**src/rtl/fifomult_param_pkg.sv**
```systemverilog
// fifomult_param shared types
// FSM states, parity tags, parity helper
package fifomult_param_pkg;

   typedef enum logic {S_A, S_B} state_t;

   typedef enum logic {PARITY_OK, PARITY_ERR} paritycheck_t;

   localparam int PAR_W = 64;

   function automatic logic even_parity(input logic [PAR_W-1:0] d);
      return ^d;
   endfunction

endpackage

```
**src/rtl/fifomult_param_fifo.sv**
```systemverilog
// fifomult_param result buffer
// first-word-fall-through FIFO with occupancy count
module fifomult_param_fifo
   import fifomult_param_pkg::*;
#(
   parameter int WIDTH = 33,
   parameter int DEPTH = 8,
   parameter int CNT_W = $clog2(DEPTH + 1)
) (
   input  logic             clk,
   input  logic             rst,
   input  logic             push,
   input  logic [WIDTH-1:0] wdata,
   input  logic             pop,
   output logic [WIDTH-1:0] rdata,
   output logic             valid,
   output logic [CNT_W-1:0] count
);

   localparam int AW = $clog2(DEPTH);
   localparam logic [CNT_W-1:0] FULL_C = DEPTH[CNT_W-1:0];

   logic [WIDTH-1:0] mem [DEPTH];
   logic [AW-1:0]    wr_ptr;
   logic [AW-1:0]    rd_ptr;
   logic             do_pop;

   assign valid  = (count != '0);
   assign do_pop = pop && valid;
   assign rdata  = valid ? mem[rd_ptr] : '0;

   // storage write; overflow is prevented upstream by busy_out
   always_ff @(posedge clk) begin
      if (push)
         mem[wr_ptr] <= wdata;
      if (!rst && push)
         assert (count != FULL_C);
   end

   // pointers wrap naturally at the power-of-two depth
   always_ff @(posedge clk) begin
      if (rst) begin
         wr_ptr <= '0;
         rd_ptr <= '0;
         count  <= '0;
      end else begin
         if (push)
            wr_ptr <= wr_ptr + 1'b1;
         if (do_pop)
            rd_ptr <= rd_ptr + 1'b1;
         unique case ({push, do_pop})
            2'b10:   count <= count + 1'b1;
            2'b01:   count <= count - 1'b1;
            default: count <= count;
         endcase
      end
   end

endmodule

```
**src/rtl/fifomult_param.sv**
```systemverilog
// fifomult_param top
// serial operand pairing, multiply/MAC, buffered output
module fifomult_param
   import fifomult_param_pkg::*;
#(
   parameter int DATA_W     = 16,
   parameter int FIFO_DEPTH = 8,
   parameter int CNT_W      = $clog2(FIFO_DEPTH + 1)
) (
   input  logic                clk,
   input  logic                rst,
   input  logic [DATA_W-1:0]   data_in,
   input  logic                data_in_parity,
   input  logic                data_in_valid,
   input  logic                mode_mac,
   input  logic                acc_clear,
   output logic                busy_out,
   output logic [2*DATA_W-1:0] data_out,
   output logic                data_out_parity,
   output logic                data_out_valid,
   input  logic                data_out_ready,
   output logic                data_in_parity_error,
   output logic [CNT_W-1:0]    fifo_count
);

   localparam int PW = 2 * DATA_W;
   localparam logic [CNT_W:0] BUSY_TH = (CNT_W + 1)'(FIFO_DEPTH - 1);

   state_t             state;
   logic [DATA_W-1:0]  a_q;
   logic               err_a;
   logic               stage_full;
   logic               stage_err;
   logic [PW-1:0]      stage_data;
   logic [PW-1:0]      acc;
   logic [PW:0]        head;

   logic               accept;
   logic               accept_b;
   logic               err_in;
   logic               pair_err;
   logic               acc_upd;
   logic               pop_ok;
   logic signed [PW-1:0] a_ext;
   logic signed [PW-1:0] b_ext;
   logic signed [PW-1:0] prod;
   logic [PW-1:0]      mac_sum;
   logic [PW-1:0]      entry;
   logic [CNT_W:0]     occ_next;

   assign accept   = data_in_valid && !busy_out;
   assign accept_b = accept && (state == S_B);
   assign err_in   = data_in_parity !=
                     even_parity({{(PAR_W-DATA_W){1'b0}}, data_in});
   assign pair_err = err_a || err_in;
   assign acc_upd  = accept_b && mode_mac && !pair_err;
   assign pop_ok   = data_out_valid && data_out_ready;

   assign a_ext = {{DATA_W{a_q[DATA_W-1]}}, a_q};
   assign b_ext = {{DATA_W{data_in[DATA_W-1]}}, data_in};
   assign prod  = a_ext * b_ext;

   // entry value: zero on parity error, running sum in MAC mode
   always_comb begin
      mac_sum = (acc_clear ? '0 : acc) + prod;
      entry   = '0;
      if (!pair_err)
         entry = mode_mac ? mac_sum : prod;
   end

   // occupancy one edge ahead, so busy_out is exact when registered
   always_comb begin
      occ_next = {1'b0, fifo_count}
               + {{CNT_W{1'b0}}, stage_full}
               - {{CNT_W{1'b0}}, pop_ok}
               + {{CNT_W{1'b0}}, accept_b};
   end

   // operand FSM, product stage and back-pressure flag
   always_ff @(posedge clk) begin
      if (rst) begin
         state      <= S_A;
         a_q        <= '0;
         err_a      <= 1'b0;
         stage_full <= 1'b0;
         stage_err  <= 1'b0;
         stage_data <= '0;
         busy_out   <= 1'b0;
      end else begin
         stage_full <= accept_b;
         busy_out   <= (occ_next >= BUSY_TH);
         if (accept) begin
            unique case (state)
               S_A: begin
                  a_q   <= data_in;
                  err_a <= err_in;
                  state <= S_B;
               end
               S_B: begin
                  stage_data <= entry;
                  stage_err  <= pair_err;
                  state      <= S_A;
               end
               default: state <= S_A;
            endcase
         end
      end
   end

   // accumulator: MAC update absorbs a coincident clear
   always_ff @(posedge clk) begin
      if (rst) begin
         acc <= '0;
      end else begin
         unique case (1'b1)
            acc_upd:                acc <= mac_sum;
            acc_clear && !acc_upd:  acc <= '0;
            default:                acc <= acc;
         endcase
      end
   end

   fifomult_param_fifo #(
      .WIDTH (PW + 1),
      .DEPTH (FIFO_DEPTH),
      .CNT_W (CNT_W)
   ) u_fifo (
      .clk   (clk),
      .rst   (rst),
      .push  (stage_full),
      .wdata ({stage_err, stage_data}),
      .pop   (data_out_ready),
      .rdata (head),
      .valid (data_out_valid),
      .count (fifo_count)
   );

   assign data_out             = head[PW-1:0];
   assign data_in_parity_error = head[PW];
   assign data_out_parity      = ^head[PW-1:0];

endmodule

```
**config.mk**
```make
export PLATFORM = sky130hd
export DESIGN_NAME = fifomult_param
export DESIGN_NICKNAME = d
export VERILOG_FILES = /design/src/rtl/fifomult_param_pkg.sv /design/src/rtl/fifomult_param_fifo.sv /design/src/rtl/fifomult_param.sv
export SDC_FILE = /design/constraint.sdc
export NUM_CORES = 1
export LEC_CHECK = 0
export ABC_AREA = 1
export CAP_MARGIN = 20
export CELL_PAD_IN_SITES_DETAIL_PLACEMENT = 1
export CELL_PAD_IN_SITES_GLOBAL_PLACEMENT = 1
export CORE_UTILIZATION = 50
export CTS_CLUSTER_SIZE = 14
export DETAILED_ROUTE_END_ITERATION = 10
export DONT_BUFFER_PORTS = 1
export GPL_TIMING_DRIVEN = 0
export PLACE_DENSITY_LB_ADDON = 0.1
export SLEW_MARGIN = 20
export SYNTH_ARGS = -nofsm -noshare
export SYNTH_HDL_FRONTEND = slang
export SYNTH_SLANG_ARGS = --single-unit
```
**constraint.sdc**
```tcl
create_clock -name clk -period 11 [get_ports clk]
set_input_delay 2.2 -clock clk [delete_from_list [all_inputs] [get_ports clk]]
set_output_delay 2.2 -clock clk [all_outputs]
set_load 0.005 [all_outputs]
```
==> summary.txt <==
Synth
  • Nets in the synthesized netlist: 4069
  • Multiplexer fraction of the synthesized cell area: 0%
  • Yosys warning count: 0
  • Average cell area after synthesis: 7.951 um2
  • Synth area leader: sky130_fd_sc_hd__edfxtp_1
  • Compound-gate portion of the synthesized area: 5.443%
  • Share of the yosys chip area belonging to registers: 34.01%
  • Number of standard cells after synthesis: 3657
  • Count of cell types in the netlist: 45
  • Post-Synth XOR/XNOR Area: 1.760%
  • Post-synthesis instance area: 29080 um2
  • Number of flops mapped to enable cells by yosys: 264
  • Top post-synthesis cells by area: sky130_fd_sc_hd__edfxtp_1, sky130_fd_sc_hd__fa_1, sky130_fd_sc_hd__nand2_1, sky130_fd_sc_hd__inv_1, sky130_fd_sc_hd__dfxtp_1
  • Fraction of post-synthesis cell area in the top cell type by area: 27.26%
  • Main combinational cell family by area after synthesis: adder cells
  • Area share of and/or/nand/nor cells after synthesis: 22.68%
  • Fraction of registers with async set or reset after synthesis: 0%
  • Adder-cell share of the synthesized area: 23.61%
  • Flip-flop and latch count after synthesis: 362
  • Flip-flop cell with the highest count after synthesis: sky130_fd_sc_hd__edfxtp_1

Global route
  • Pin count of the biggest net entering global routing: 20
  • First-pass GRT wire length: 156900 um
  • Initial antenna violation count: 4
  • Number of global-route vias before repair: 27014
  • Sum of overflow across all layers after global routing: 0
  • Gr usage total: 35.18%

Timing
  • Slew headroom: 34.54%
  • Setup_tns: 0 ns
  • Post-route worst setup slack: 1.256 ns
  • Final Hold Viols: 0
  • Fraction of the cycle the final worst path needs: 88.59%
  • Setup repair after global routing missed its margin: false
  • Worst clock skew: 0.03029 ns
  • Max Freq: 102.6 MHz
  • Time the final worst path needs with I/O delays and setup: 9.744 ns
  • Number of pins exceeding their max-slew limit in the final report: 0
  • Setup violations, final: 0
  • Slew @ Worst Pin: 0.9819 ns

Clock tree
  • Count of hold buffers inserted by post-cts repair: 0
  • Clk Latency, worst-skew pair: 0.58 ns
  • Number of clock buffers inserted by TritonCTS: 41
  • Count of buffers added by post-CTS timing repair for setup: 0
  • Max H-tree Level: 2
  • Number of clock sinks: 362
  • CTS tree: built
  • Clock tree root driver cell: sky130_fd_sc_hd__clkbuf_16
  • Post-cts repair resize count: 0
  • Bufs on Longest Clock Path: 3
  • Clock-pin slew of the registers on the worst-case setup and hold paths: 0.06 ns

Die
  • Die X-Extent: 243.2 um
  • Total core area: 57590 um2
  • Die H: 243.2 um
  • I/O pin count: 63
  • Initial cell density of the core: 50.50%
  • Die area: 59120 um2
  • Num rows: 88

Worst setup path
  • Number of logic stages on the critical path including buffering: 33
  • Critical Path RT: 11.51 ns
  • R2R Setup Slk: 2.31 ns
  • Most used cell, CP: sky130_fd_sc_hd__nand2_1
  • Element type at the critical path end: flip-flop
  • Worst reg-to-reg path cell count: 31
  • Maximum single-stage delay on the critical path: 0.56 ns
  • Maximum fanout count along the critical path: 10
  • WP data arrival: 10.25 ns
  • Worst path buffer plus inverter count: 8
  • Setup crit start kind: input port
  • Dominant delay contributor by cell family on the critical path: adder cells
  • Critical Setup Path Class: in -> reg
  • Cell type of the slowest stage on the worst timing path: sky130_fd_sc_hd__fa_1

Placed design
  • HPWL after detailed placement: 79340 um
  • Count of input and output buffers: 0
  • Placement-stage worst setup slack: 0.6668 ns
  • Number of placed instances, taps included: 4433
  • Gp weighted congestion: 0.9273

Drt
  • DR vias: 24648
  • Detailed Route WL: 101600 um
  • Number of design-rule violations left by the first detailed-router iteration: 1564
  • Antenna Violating Nets Remaining: 0
  • Detailed Routing Iterations Pass 1: 7
  • Remaining design rule violation count: 0
  • Vias per cell: 5.468
  • Post-DR wirelength/cell: 22.54 um

Finish
  • Final layout net count: 4123
  • Layout area overhead: 8.920%
  • Fillcell total: 7127
  • Share of cells above drive strength 1: 4.917%
  • Non-filler cells, final: 4508

Outcome
  • Status: finished clean

Flow run
  • Max-Cap Viols: 0

Hold path
  • Worst hold path cell count: 2
  • Path class of the lowest-slack min-delay path: reg -> reg
-- synthesized netlist by cell type, types with 2 or more instances --
| cell type | instances |
|---|---|
| sky130_fd_sc_hd__nand3b_1 | 4 |
| sky130_fd_sc_hd__a21boi_0 | 4 |
| sky130_fd_sc_hd__fa_1 | 266 |
| sky130_fd_sc_hd__nor2_2 | 15 |
| sky130_fd_sc_hd__nand2_1 | 1067 |
| sky130_fd_sc_hd__buf_1 | 13 |
| sky130_fd_sc_hd__buf_2 | 34 |
| sky130_fd_sc_hd__nor2_1 | 300 |
| sky130_fd_sc_hd__o211ai_1 | 6 |
| sky130_fd_sc_hd__xor2_1 | 30 |
| sky130_fd_sc_hd__buf_4 | 15 |
| sky130_fd_sc_hd__nand3_2 | 2 |
| sky130_fd_sc_hd__xnor2_2 | 3 |
| sky130_fd_sc_hd__o211a_1 | 2 |
| sky130_fd_sc_hd__o21ai_0 | 86 |
| sky130_fd_sc_hd__edfxtp_1 | 264 |
| sky130_fd_sc_hd__inv_1 | 757 |
| sky130_fd_sc_hd__o21a_1 | 7 |
| sky130_fd_sc_hd__buf_6 | 12 |
| sky130_fd_sc_hd__a21oi_2 | 3 |
| sky130_fd_sc_hd__ha_1 | 123 |
| sky130_fd_sc_hd__or2_2 | 5 |
| sky130_fd_sc_hd__inv_2 | 8 |
| sky130_fd_sc_hd__nand4_1 | 15 |
| sky130_fd_sc_hd__o21bai_1 | 7 |
| sky130_fd_sc_hd__nand2_2 | 2 |
| sky130_fd_sc_hd__a21o_1 | 8 |
| sky130_fd_sc_hd__nor3_1 | 11 |
| sky130_fd_sc_hd__xnor2_1 | 21 |
| sky130_fd_sc_hd__nor4_1 | 3 |
| sky130_fd_sc_hd__dfxtp_1 | 98 |
| sky130_fd_sc_hd__o21ai_1 | 15 |
| sky130_fd_sc_hd__clkinv_1 | 3 |
| sky130_fd_sc_hd__clkbuf_1 | 73 |
| sky130_fd_sc_hd__a31oi_1 | 18 |
| sky130_fd_sc_hd__a21oi_1 | 131 |
| sky130_fd_sc_hd__nand3_1 | 218 |
-- metal layers --
layer / wire, um / vias to the layer above / track usage (%)
met5: 23 / - / 0
met4: 4176 / 4 / 14.10
met3: 5602 / 225 / 4.246
met2: 51460 / 782 / 62.96
met1: 40370 / 12396 / 42.93
li1: - / 11241 / -
-- worst paths after layout --
check / from / endpoint
worst max register to register: a_q[13]$_SDFFE_PP0P_ / stage_data[30]$_SDFFE_PP0P_
worst min register to register: acc[25]$_SDFFE_PP0P_ / acc[25]$_SDFFE_PP0P_
worst min-delay path: acc[25]$_SDFFE_PP0P_ / acc[25]$_SDFFE_PP0P_
worst max-delay path: data_in[5] / stage_data[30]$_SDFFE_PP0P_
-- logic make-up (layout without fill, tap and decap cells) --
| logic type | after synthesis | count (layout) |
|---|---|---|
| simple gates | 1644 | 1644 |
| xor+xnor | 55 | 55 |
| buf+inv | 917 | 1002 |
| compound gates | 290 | 290 |
| other cells | 0 | 1 |
| fa+ha+maj | 389 | 389 |
| flops | 362 | 362 |
-- per-stage QoR --
| step | hold WS (ns) | utilization (%) | area, um2 |
|---|---|---|---|
| 6_report | 0.4605 | 55.00 | 31670 |
| 3_3_place_gp | 0.4492 | 52.16 | 30040 |
| 4_1_cts | 0.4647 | 55.00 | 31670 |
| 5_1_grt | 0.4865 | 55.00 | 31670 |
| 2_1_floorplan | 0.4334 | - | 29080 |
| 3_5_place_dp | 0.4559 | 52.73 | 30360 |
-- layout by cell type, fill, tap and decap left out, types with 4 or more instances in the layout --
cell type	instances
sky130_fd_sc_hd__buf_4	15
sky130_fd_sc_hd__nand4_1	15
sky130_fd_sc_hd__clkbuf_1	84
sky130_fd_sc_hd__a21o_1	8
sky130_fd_sc_hd__nor2_2	15
sky130_fd_sc_hd__or2_2	5
sky130_fd_sc_hd__inv_1	757
sky130_fd_sc_hd__o21ai_1	15
sky130_fd_sc_hd__o21a_1	7
sky130_fd_sc_hd__inv_2	8
sky130_fd_sc_hd__ha_1	123
sky130_fd_sc_hd__dfxtp_1	98
sky130_fd_sc_hd__buf_1	13
sky130_fd_sc_hd__clkbuf_16	42
sky130_fd_sc_hd__nand3_1	218
sky130_fd_sc_hd__edfxtp_1	264
sky130_fd_sc_hd__fa_1	266
sky130_fd_sc_hd__clkinv_1	5
sky130_fd_sc_hd__a21boi_0	4
sky130_fd_sc_hd__xnor2_1	21
sky130_fd_sc_hd__a31oi_1	18
sky130_fd_sc_hd__buf_2	34
sky130_fd_sc_hd__o211ai_1	6
sky130_fd_sc_hd__o21ai_0	86
sky130_fd_sc_hd__nand3b_1	4
sky130_fd_sc_hd__nor3_1	11
sky130_fd_sc_hd__buf_6	12
sky130_fd_sc_hd__xor2_1	30
sky130_fd_sc_hd__o21bai_1	7
sky130_fd_sc_hd__buf_16	7
sky130_fd_sc_hd__clkinv_2	9
sky130_fd_sc_hd__nor2_4	9
sky130_fd_sc_hd__a21oi_1	131
sky130_fd_sc_hd__nor2_1	292
sky130_fd_sc_hd__nand2_1	1067
-- registers in the layout, summed over array words and instances, names as in the netlist, named ones only --
name	count
a_q	16
u_fifo.wr_ptr	3
state	1
busy_out	1
stage_full	1
u_fifo.mem	264
acc	32
stage_data	32
stage_err	1
err_a	1
u_fifo.count	4
u_fifo.rd_ptr	3
-- layout make-up --
class | instances | area [um2] | area share, %
Antenna cell | 1 | 2.502 | 0.007901
Clock buffer | 56 | 1134 | 3.579
Sequential cell | 362 | 9889 | 31.23
Tap cell | 765 | 957.2 | 3.022
Clock inverter | 18 | 172.7 | 0.5452
Timing Repair Buffer | 11 | 267.8 | 0.8454
Multi-Input combinational cell | 2378 | 15610 | 49.30
Buffer | 147 | 740.7 | 2.339
Inverter | 770 | 2894 | 9.138
-- worst min-delay path, delay by kind of cell (launching register included) --
kind | cells | cell delay (ns)
AO/OA/AOI/OAI | 1 | 0.05
flip-flops | 1 | 0.31
AND/OR/NAND/NOR | 1 | 0.06
Power is left out: the tool's default activity adds up to more than one toggle a clock period on the data nets, which glitch-free logic cannot reach.
